## config.mk

```make
export PLATFORM = sky130hd
export DESIGN_NAME = spi_master_multi_cs
export DESIGN_NICKNAME = d
export VERILOG_FILES = /design/src/rtl/spi_master_multi_cs.sv
export SDC_FILE = /design/constraint.sdc
export NUM_CORES = 1
export LEC_CHECK = 0
export CAP_MARGIN = 20
export CORE_MARGIN = 3
export CORE_UTILIZATION = 57
export CTS_BUF_LIST = sky130_fd_sc_hd__clkbuf_2
export CTS_CLUSTER_SIZE = 14
export DETAILED_ROUTE_END_ITERATION = 12
export GPL_TIMING_DRIVEN = 0
export PLACE_DENSITY = 0.87
export RECOVER_POWER = 25
export SYNTH_ARGS = -nofsm -noshare
export SYNTH_HDL_FRONTEND = slang
export SYNTH_SLANG_ARGS = --single-unit
```

## constraint.sdc

```tcl
create_clock -name clk -period 2.3 [get_ports clk]
set_clock_uncertainty 0.1 [all_clocks]
set_input_delay 0.345 -clock clk [delete_from_list [all_inputs] [get_ports clk]]
set_output_delay 0.345 -clock clk [all_outputs]
set_load 0.01 [all_outputs]
```

## src/rtl/spi_master_multi_cs.sv

```systemverilog
// SPI master with run-time CPOL/CPHA, one-hot active-low chip selects and
// burst support (chip select held low across words while in WAIT).
`timescale 1ns/1ps
module spi_master_multi_cs #(
    parameter int system_clk_frequency = 50_000_000,
    parameter int spi_clk_frequency    = 5_000_000,
    parameter int data_width           = 8,
    parameter int num_slaves           = 4,
    localparam int CSW = (num_slaves > 1) ? $clog2(num_slaves) : 1
) (
    input  logic                  clk,
    input  logic                  rst,
    input  logic                  start,
    input  logic                  cont,
    input  logic                  cpol,
    input  logic                  cpha,
    input  logic [CSW-1:0]        cs_sel,
    input  logic [data_width-1:0] tx_data,
    output logic [data_width-1:0] rx_data,
    output logic                  done,
    output logic                  busy,
    output logic                  err,
    output logic                  sclk,
    output logic                  mosi,
    input  logic                  miso,
    output logic [num_slaves-1:0] cs_n
);

    localparam int HALF = system_clk_frequency / (2 * spi_clk_frequency);
    localparam int CNTW = (HALF > 1) ? $clog2(HALF) : 1;
    localparam int EW   = $clog2(2 * data_width + 1);
    localparam logic [CNTW-1:0]       CNT_LOAD = CNTW'(HALF - 1);
    localparam logic [EW-1:0]         EDGES    = EW'(2 * data_width);
    localparam logic [31:0]           NS_U     = 32'(num_slaves);
    localparam logic [num_slaves-1:0] CS_ONE   = num_slaves'(1);

    typedef enum logic [2:0] {
        S_IDLE,
        S_SETUP,
        S_XFER,
        S_HOLD,
        S_GAP,
        S_WAIT
    } state_t;

    state_t                r_state;
    logic [CNTW-1:0]       r_cnt;
    logic [EW-1:0]         r_edge;
    logic                  r_cpol;
    logic                  r_cpha;
    logic                  r_cont;
    logic [CSW-1:0]        r_sel;
    logic [data_width-1:0] r_tx;
    logic [data_width-1:0] r_rx;
    logic [data_width-1:0] r_rx_data;
    logic [num_slaves-1:0] r_cs_n;
    logic                  r_sclk;
    logic                  r_mosi;
    logic                  r_done;
    logic                  r_busy;
    logic                  r_err;

    logic                  w_sel_ok;
    logic                  w_tick;
    logic                  w_last;
    logic                  w_sample;
    logic                  w_load_cpha;
    logic [EW-1:0]         w_edge_n;
    logic [data_width-1:0] w_tx_load;
    logic                  w_mosi_load;

    assign w_sel_ok    = 32'(cs_sel) < NS_U;
    assign w_tick      = (r_cnt == '0);
    assign w_last      = (r_edge == EDGES);
    assign w_edge_n    = r_edge + EW'(1);
    // Odd edge numbers are leading edges; CPHA picks which kind samples miso.
    assign w_sample    = w_edge_n[0] ^ r_cpha;
    // A burst continuation keeps the phase chosen by the first word.
    assign w_load_cpha = (r_state == S_IDLE) ? cpha : r_cpha;
    assign w_tx_load   = w_load_cpha ? tx_data : (tx_data << 1);
    assign w_mosi_load = w_load_cpha ? r_mosi : tx_data[data_width-1];

    always_ff @(posedge clk or posedge rst) begin
        if (rst) begin
            r_state   <= S_IDLE;
            r_cnt     <= '0;
            r_edge    <= '0;
            r_cpol    <= 1'b0;
            r_cpha    <= 1'b0;
            r_cont    <= 1'b0;
            r_sel     <= '0;
            r_tx      <= '0;
            r_rx      <= '0;
            r_rx_data <= '0;
            r_cs_n    <= '1;
            r_sclk    <= 1'b0;
            r_mosi    <= 1'b0;
            r_done    <= 1'b0;
            r_busy    <= 1'b0;
            r_err     <= 1'b0;
        end else begin
            r_done <= 1'b0;
            r_err  <= 1'b0;
            case (r_state)
                S_IDLE: begin
                    if (start) begin
                        if (w_sel_ok) begin
                            r_cpol  <= cpol;
                            r_cpha  <= cpha;
                            r_sel   <= cs_sel;
                            r_sclk  <= cpol;
                            r_cs_n  <= ~(CS_ONE << cs_sel);
                            r_cont  <= cont;
                            r_tx    <= w_tx_load;
                            r_mosi  <= w_mosi_load;
                            r_cnt   <= CNT_LOAD;
                            r_edge  <= '0;
                            r_busy  <= 1'b1;
                            r_state <= S_SETUP;
                        end else begin
                            r_err <= 1'b1;
                        end
                    end
                end
                S_WAIT: begin
                    if (start) begin
                        r_err   <= (cs_sel != r_sel);
                        r_cont  <= cont;
                        r_tx    <= w_tx_load;
                        r_mosi  <= w_mosi_load;
                        r_cnt   <= CNT_LOAD;
                        r_edge  <= '0;
                        r_busy  <= 1'b1;
                        r_state <= S_SETUP;
                    end
                end
                S_SETUP, S_XFER: begin
                    if (!w_tick) begin
                        r_cnt <= r_cnt - CNTW'(1);
                    end else if (w_last) begin
                        r_cnt   <= CNT_LOAD;
                        r_state <= S_HOLD;
                    end else begin
                        r_cnt   <= CNT_LOAD;
                        r_edge  <= w_edge_n;
                        r_sclk  <= ~r_sclk;
                        r_state <= S_XFER;
                        if (w_sample) begin
                            r_rx <= {r_rx[data_width-2:0], miso};
                        end else begin
                            r_mosi <= r_tx[data_width-1];
                            r_tx   <= r_tx << 1;
                        end
                    end
                end
                S_HOLD: begin
                    if (!w_tick) begin
                        r_cnt <= r_cnt - CNTW'(1);
                    end else begin
                        r_done    <= 1'b1;
                        r_rx_data <= r_rx;
                        if (r_cont) begin
                            r_busy  <= 1'b0;
                            r_state <= S_WAIT;
                        end else begin
                            r_cs_n  <= '1;
                            r_cnt   <= CNT_LOAD;
                            r_state <= S_GAP;
                        end
                    end
                end
                S_GAP: begin
                    if (!w_tick) begin
                        r_cnt <= r_cnt - CNTW'(1);
                    end else begin
                        r_busy  <= 1'b0;
                        r_state <= S_IDLE;
                    end
                end
                default: r_state <= S_IDLE;
            endcase
        end
    end

    assign rx_data = r_rx_data;
    assign done    = r_done;
    assign busy    = r_busy;
    assign err     = r_err;
    assign sclk    = r_sclk;
    assign mosi    = r_mosi;
    assign cs_n    = r_cs_n;

endmodule
```

### Word level (Yosys, flattened, before mapping)

Index checks and enable logic that the tools add are counted.

* output and inout port bits: 17
* input bits: 17
* word-level logic and storage cells: 109
* register bits after elaboration: 48

* $add $sub $neg: 2
* mux-type cells: 47
* eq/ne operators: 19
* bitwise gates (word level): 4
* reductions and logical operators: 21
* shifts and indexed selects: 1

Operators with widths (number)
* 8-bit two-way mux: 5
* 3-bit two-way mux: 9
* 3-bit case mux with 4 select lines: 2
* 4-bit AND reduction: 6
* 2-bit != test, second input constant: 10
* 1-bit two-way mux: 19
* 8-bit case mux with 2 select lines: 1
* 5-bit two-way mux: 3
* 4-bit two-way mux: 3
* 5-bit case mux with 2 select lines: 1
* 5-bit AND reduction: 2
* 4-bit case mux with 2 select lines: 1
* 3-bit by 2-bit equality test with 1-bit output, second input constant: 2
* 3-bit equality test, second input constant: 2
* 3-bit zero test: 2
* 2-bit AND reduction: 3
* 6-bit AND reduction: 1
* 2-bit nonzero test: 3
* 5-bit by 1-bit adder with 5-bit output, second input constant: 1
* 5-bit equality test, second input constant: 1
* 4-bit inverter: 1
* 1-bit case mux with 2 select lines: 2
* 4-bit nonzero test: 1
* 2-bit OR reduction: 2
* other kinds (10): 11

### Logic depth before layout (Yosys ltp)

Gate-level depths: netlist of the first run.

* depth in word-level cells: 6
* gate-level depth with buffers: 8
* gate-level depth less buffers: 6

### Worst setup path after synthesis of the first run

Ideal clock, no wire load.

* path type: register to register
* start point: register r_cnt[0]
* end point: register r_cnt[0]
* cell stages (with the launch flop): 7
* slack: 0.378 ns
* data arrival time: 1.695 ns
* buffers on the path: 0
* setup time: 0.128 ns
* required time: 2.072 ns
* period minus slack after synthesis: 1.922 ns
* cell sequence: dfrtp_1 inv_1 ha_1 nor2b_1 a32oi_1 o221ai_2 mux2_1

* cells in the longest elaborated chain, start to end: 3
* elaborated cells on any way between the ends: 9
* classes of those cells: 1 x add/sub; 2 x eq/ne; 4 x mux; 2 x reduce/logical

Ends and longest elaborated chain
* from (decl): RTL line 47 `logic [CNTW-1:0] r_cnt;`
* from (signal assigned): RTL line 139 `r_cnt <= r_cnt - CNTW'(1);`
* from (signal assigned): RTL line 158 `r_cnt <= r_cnt - CNTW'(1);`
* from (signal assigned): RTL line 174 `r_cnt <= r_cnt - CNTW'(1);`
* 3-bit by 1-bit subtractor with 3-bit output or 3-bit zero test (tied branches)
* 3-bit two-way mux (tied with other cells): RTL line 173 `if (!w_tick) begin`
* 3-bit case mux with 4 select lines or 4-bit AND reduction (tied branches)

Parallel ways exist; a longest one is shown, timed or not. The select of a mux whose other input is x is not followed.
A chain may end at the register's enable or synchronous reset.

### Final worst setup path of the first run

* start point: register r_cnt[0]
* end point: register r_tx[6]

* cells in the longest elaborated chain, start to end: 3

Ends and longest elaborated chain
* 3-bit zero test: RTL line 73 `assign w_tick = (r_cnt == '0);`
* 2-bit != test (no source line)
* 5-bit AND reduction (no source line)
* to (signal assigned): RTL line 114 `r_tx <= w_tx_load;`
* to (signal assigned): RTL line 129 `r_tx <= w_tx_load;`
* to (signal assigned): RTL line 152 `r_tx <= r_tx << 1;`
* to (decl): RTL line 53 `logic [data_width-1:0] r_tx;`

Every way passes these cells.

==> results of run 1 <==
==> routing by layer <==
layer	global-route usage	share of wire	vias to the layer above	wire length, um
li1	-	-	966	-
met1	0.280	0.46	1014	2460
met2	0.347	0.49	49	2650
met3	0.0427	0.037	9	199
met4	0.0544	0.016	0	87
met5	0	0	-	0
==> worst max path at each step <==
| stage | startpoint | to | slack, ns | cells after the start |
|---|---|---|---|---|
| 2_1_floorplan | r_cnt[0]$_DFFE_PP0P_ | r_cnt[0]$_DFFE_PP0P_ | 0.38 | 6 |
| 3_3_place_gp | rst | r_cnt[0]$_DFFE_PP0P_ | -0.18 | 2 |
| 3_5_place_dp | start | r_tx[2]$_DFFE_PP0P_ | 0.04 | 6 |
| 4_1_cts | r_cnt[0]$_DFFE_PP0P_ | r_tx[2]$_DFFE_PP0P_ | 0.07 | 7 |
| 5_1_grt | rst | r_edge[2]$_DFFE_PP0P_ | 0.02 | 4 |
| 6_report | r_cnt[0]$_DFFE_PP0P_ | r_tx[6]$_DFFE_PP0P_ | 0.20 | 7 |
==> cell usage in the layout (no fill, tap or decap), types with 3 or more instances in the layout <==
cell type / n
dfrtp_1: 44
clkdlybuf4s50_1: 31
nor2_1: 22
inv_1: 17
a211oi_1: 16
mux2_2: 14
nand3_1: 11
mux2_4: 8
o31ai_1: 8
buf_6: 6
nand2b_1: 6
nor3_1: 6
nand2_1: 5
clkbuf_2: 5
buf_2: 4
xnor2_1: 4
mux2i_1: 4
ha_1: 4
dfstp_2: 4
o21ai_0: 3
a21oi_1: 3
mux2_1: 3
==> cells by family (layout without fill, tap and decap cells) <==
logic type               count (synthesis)  in the layout  synth area share
multiplexers                            29             29             0.129
AO/OA/AOI/OAI                           54             54             0.164
AND/OR/NAND/NOR                         73             73             0.164
adder cells (fa/ha/maj)                  4              4            0.0184
XOR/XNOR                                 6              6            0.0220
buffers and inverters                   30             72            0.0606
flip-flops                              48             48             0.442
==> through the flow <==
step,utilization,setup slack (ns),area [um^2]
finish,0.721,0.196,3230
global route,0.721,0.0158,3230
global placement,0.695,-0.179,3110
detailed placement,0.700,0.0432,3130
floorplan,-,0.378,2730
CTS,0.723,0.0750,3240
==> cell type report <==
class | instances | area, um^2
Buffer | 12 | 97.6
Clock buffer | 5 | 25.0
Clock inverter | 3 | 68.8
Fill cell | 327 | 1250
Inverter | 18 | 67.6
Multi-Input combinational cell | 166 | 1360
Sequential cell | 48 | 1210
Tap cell | 52 | 65.1
Timing Repair Buffer | 34 | 335
==> cells in the mapped netlist, types with 2 or more instances <==
library cell,number,area (um^2)
dfrtp_1,44,1100
nor2_1,22,82.6
inv_1,17,63.8
a211oi_1,16,120
mux2_2,14,158
nand3_1,11,55.1
mux2_4,8,120
o31ai_1,8,60.1
buf_6,6,67.6
nand2b_1,6,37.5
nor3_1,6,30.0
nand2_1,5,18.8
dfstp_2,4,105
ha_1,4,50.1
mux2i_1,4,40.0
xnor2_1,4,35.0
a21oi_1,3,15.0
buf_2,3,15.0
mux2_1,3,33.8
nor2b_1,3,18.8
nor3b_1,3,22.5
o21ai_0,3,15.0
a21o_4,2,30.0
a31oi_1,2,12.5
and2_1,2,12.5
nand4_1,2,12.5
o21ai_1,2,10.0
o22a_1,2,17.5
o22ai_1,2,12.5
o32a_1,2,20.0
o32ai_1,2,17.5
==> power by group <==
group | switching, W | total [W] | internal (W)
registers | 0.000256 | 0.00145 | 0.00119
clock network | 0.000287 | 0.000584 | 0.000297
logic | 0.00125 | 0.00245 | 0.00120
total | 0.00180 | 0.00449 | 0.00269
==> critical path, delay by kind of cell, from the launching register on <==
family / cells / cell delay (ns)
AND/OR/NAND/NOR: 3 / 0.76
flip-flops: 1 / 0.45
adder cells (fa/ha/maj): 1 / 0.27
AO/OA/AOI/OAI: 1 / 0.25
buffers and inverters: 2 / 0.21
==> repair_timing <==
item                                   4_1_cts  5_1_grt
setup endpoints to repair                    0       11
buffers inserted                             0        0
endpoints found under the hold margin        6        0
gates resized for setup                      0        2
hold buffers                                 1        0
==> sequential cells by signal, summed over array words and instances (netlist names) <==
signal,count
r_rx,8
r_cnt,3
r_cont,1
cs_n,4
r_cpha,1
r_state,3
rx_data,8
r_edge,5
busy,1
done,1
mosi,1
r_sel,2
r_tx,8
sclk,1
err,1
==> metrics.yaml, run 1 <==
post_drt_wl_per_cell_um: 16.0
fin_tns_setup_ns: 0
post-route-period-util: 0.915
fin_crit_ns: 2.10
drtIter0Drc: 135
vias: 2038
r2r_slack_ns: 0.20
crit_path_start_kind: "flop"
detail-route-antenna-nets: 0
grt_pass1_wl_um: 9040
core_mm2: 0.00447
hold_viol_final: 0
stdcell_count: 338
rows: 24
p_total_w: 0.00449
synth_cells: 244
power.density_mw_per_mm2: 1390
grt_pass1_vias: 1949
finalNetCount: 306
crit_chain: "inv_1 > ha_1 > nor3b_2 > nand4_2 > and2_4 > buf_6 > o31ai_1"
clkSinkCount: 48
syn_to_final_growth_pct: 18.4
synth_area_mm2: 0.00273
hold_class: "input port to flop"
reg2reg_from: "r_cnt[0]$_DFFE_PP0P_"
status: "completed"
grt_max_degree: 43
clk_path_buf_depth: 2
rr_worst_depth: 7
seq_area_frac_synth: 0.442
slew_headroom: 0.400
min_from: "cpha"
fin_hold_ws_ns: 0.387
initial_core_util: 0.609
crit_type: "flop to flop"
peakVddDrop_mv: 0.544
dp_hpwl_um: 3810
worst_setup_path_end_kind: "flop"
reg2reg_to: "r_tx[6]$_DFFE_PP0P_"
drive_above_1_share: 0.231
die_w_um: 75.2
gp_congestion: 0.807
whs_endpoint: "r_cpha$_DFFE_PP0P_"
place_inst: 329
synthDistinctLibCells: 60
port_buffers: 32
cp.required_ns: 2.55
maxCapViolations: 0
globalRoute.totalOverflow: 0
cts_root_buffer: "clkbuf_2"
clkSlewWorstSetupHoldPaths_ns: 0.26
synth_edf_count: 0
ys_ff_latch: 48
drc: 0
critPathArrivalTime_ns: 2.35
ys.flop_type: "dfrtp_1"
cts.htree.levels: 2
grt_usage: 0.209
cts_made_buffers: 5
cts_tree: "done"
dieHeight_um: 75.2
drv_slew: 0
diodes: 0
whs_path_depth: 2
drt_wl_total_um: 5400
grt_setup_unrepaired: "no"
setup_violations: 0
syn-num-nets: 265
yosys_warnings: 0
leakage_nw: 1.43
die_area_mm2: 0.00565
worst_pin_slew_ns: 0.901
slowest_delay_ns: 0.45
fmax_ghz: 0.475
drt-pass1-iter-count: 4
async_reset_ff_frac: 1.00
synth.avg_cell_area_um2: 11.2
routed_via_density: 6.03
io_pins: 34
clk_latency_ns: 0.42
cp_slowest_cell: "dfrtp_1"
antenna_found_initial: 0
worst-path-max-fanout: 9
Power figures use the tool's default switching activity.
==> inputs of run 2 (changes only) <==
- HOLD_SLACK_MARGIN: default -> 0.06
- SETUP_SLACK_MARGIN: default -> 0.02
==> results of run 2 <==
Same layout as run 1 (identical final DEF). Status: completed.
==> inputs of run 3 (changes only) <==
- MAX_ROUTING_LAYER: default -> met4
==> metrics.yaml, run 3 (same netlist as run 1, synthesis figures left out) <==
grt_max_degree: 43  # unchanged
dieHeight_um: 75.2  # unchanged
switching_power_w: 0.00179  # -0.37%
worst_setup_path_end_kind: "flop"
combPwrFrac: 0.547  # about the same
antenna_found_initial: 0  # unchanged
rows: 24  # unchanged
finalNetCount: 306  # unchanged
setup_violations: 0  # unchanged
status: "completed"
crit_path_start_kind: "flop"
crit_chain: "inv_1 > ha_1 > nor3b_2 > nand4_2 > and2_4 > buf_6 > o31ai_1"
post-route-period-util: 0.917  # +0.00191
die_w_um: 75.2  # unchanged
die_area_mm2: 0.00565  # unchanged
vias: 2031  # -0.34%
drc: 0  # unchanged
grt_pass1_wl_um: 9030  # about the same
drv_slew: 0  # unchanged
syn_to_final_growth_pct: 18.4  # unchanged
peakVddDrop_mv: 0.541  # -0.47%
grt_pass1_vias: 1952  # +0.15%
layout_commonest_cell: "dfrtp_1"
met3WireLength_um: 246  # +24%
power.share.sequential: 0.323  # about the same
core_mm2: 0.00447  # unchanged
cts_made_buffers: 5  # unchanged
slew_headroom: 0.399  # -0.00108
final_cell_mix: "dfrtp_1, clkdlybuf4s50_1, nor2_1, inv_1, a211oi_1"
globalRoute.totalOverflow: 0  # unchanged
top_layer: "met4"
cp.required_ns: 2.55  # about the same
netSwitchingFraction: 0.399  # -0.000890
cts_tree: "done"
route.met2.wl_um: 2690  # +1.4%
fmax_ghz: 0.474  # -0.21%
dp_hpwl_um: 3810  # unchanged
maxCapViolations: 0  # unchanged
hold_class: "input port to flop"
io_pins: 34  # unchanged
post_drt_wl_per_cell_um: 15.9  # -0.24%
fin_tns_setup_ns: 0  # unchanged
drive_above_1_share: 0.231  # unchanged
place_area_mm2: 0.00313  # unchanged
drtIter0Drc: 124  # -8.1%
initial_core_util: 0.609  # unchanged
detail-route-antenna-nets: 0  # unchanged
worst_pin_slew_ns: 0.902  # +0.00162 ns
p_total_w: 0.00448  # -0.15%
fillers: 327  # unchanged
drt-pass1-iter-count: 4  # unchanged
slowest_delay_ns: 0.44  # about the same
routed_via_density: 6.01  # -0.34%
finalInstanceArea_mm2: 0.00323  # unchanged
crit_buf_inv: 2  # unchanged
diodes: 0  # unchanged
port_buffers: 32  # unchanged
clk_latency_ns: 0.43  # about the same
clkSinkCount: 48  # unchanged
cts.htree.levels: 2  # unchanged
wl_met1_um: 2370  # -3.6%
clkPwrFrac: 0.130  # about the same
gp_congestion: 0.819  # +1.5%
leakage_nw: 1.43  # unchanged
crit_type: "flop to flop"
cts_root_buffer: "clkbuf_2"
worst-path-max-fanout: 9  # unchanged
clkSlewWorstSetupHoldPaths_ns: 0.26  # about the same
drt_wl_total_um: 5380  # -0.24%
cp_top_family: "simple AND/OR/NAND/NOR gates"
grt_setup_unrepaired: "yes"
clk_path_buf_depth: 2  # unchanged
grt_usage: 0.215  # +0.00620
power.density_mw_per_mm2: 1390  # -0.15%
cp_slowest_cell: "dfrtp_1"
hold_viol_final: 0  # unchanged
critPathArrivalTime_ns: 2.35  # about the same
fin_crit_ns: 2.11  # +0.00438 ns
p_int_w: 0.00269  # about the same
-- run 3: cell counts in the layout (fill, tap and decap cells not counted) --
Identical to the previous run, type by type.
-- run 3: worst reg2reg max path, stage by stage (launching register included) --
cell and delay [ns]:
dfrtp_1 0.44, inv_1 0.08, ha_1 0.26, nor3b_2 0.26, nand4_2 0.27, and2_4 0.23, buf_6 0.13, o31ai_1 0.26
-- run 3: per-stage QoR --
stage | hold slack (ns) | utilization | std cells | setup slack, ns
CTS | 0.374 | 0.723 | 338 | 0.0750
global placement | 0.372 | 0.695 | 328 | -0.179
detailed placement | 0.378 | 0.700 | 329 | 0.0432
finish | 0.379 | 0.721 | 338 | 0.191
global route | 0.383 | 0.721 | 338 | 0.0158
floorplan | 0.307 | - | 244 | 0.378
-- run 3: power by group through the flow --
stage | clock, W | combinational [W] | sequential (W)
floorplan | 0 | 0.00182 | 0.00145
global placement | 0 | 0.00235 | 0.00144
detailed placement | 0 | 0.00245 | 0.00146
CTS | 0.000584 | 0.00246 | 0.00144
global route | 0.000621 | 0.00270 | 0.00149
finish | 0.000582 | 0.00245 | 0.00145
-- run 3: layout make-up --
type | instances | area [um^2] | share of cell area
clock buffers | 5 | 25.0 | 0.00775
flip-flops and latches | 48 | 1210 | 0.374
repair buffers | 34 | 335 | 0.104
inverters | 18 | 67.6 | 0.0209
multi-input cells | 166 | 1360 | 0.422
plain buffers | 12 | 97.6 | 0.0302
clock inverters | 3 | 68.8 | 0.0213
well taps | 52 | 65.1 | 0.0202
-- run 3: per-layer routing --
metal / track usage / vias up
met2: 0.347 / 61
met4: 0.0544 / 0
met5: - / -
met3: 0.0427 / 9
li1: - / 968
met1: 0.279 / 993
-- run 3: timing repair --
item                                    in CTS  in global routing
gates resized for setup                      0                  2
endpoints found under the setup margin       0                 11
hold buffers                                 1                  0
hold endpoints to repair                     6                  0
setup buffers                                0                  0
-- run 3: worst paths after layout --
| check | start | end | slack, ns | depth (start not counted) |
|---|---|---|---|---|
| max in group asynchronous | rst | r_edge[4]$_DFFE_PP0P_ | 0.28 | 4 |
| hold / removal | cpha | r_cpha$_DFFE_PP0P_ | 0.38 | 2 |
| setup / recovery | r_cnt[0]$_DFFE_PP0P_ | r_tx[6]$_DFFE_PP0P_ | 0.19 | 7 |
| hold reg to reg | sclk$_DFFE_PP0P_ | sclk$_DFFE_PP0P_ | 0.41 | 1 |
| setup reg to reg | r_cnt[0]$_DFFE_PP0P_ | r_tx[6]$_DFFE_PP0P_ | 0.19 | 7 |
| min in group asynchronous | rst | rx_data[2]$_DFFE_PP0P_ | 0.67 | 3 |
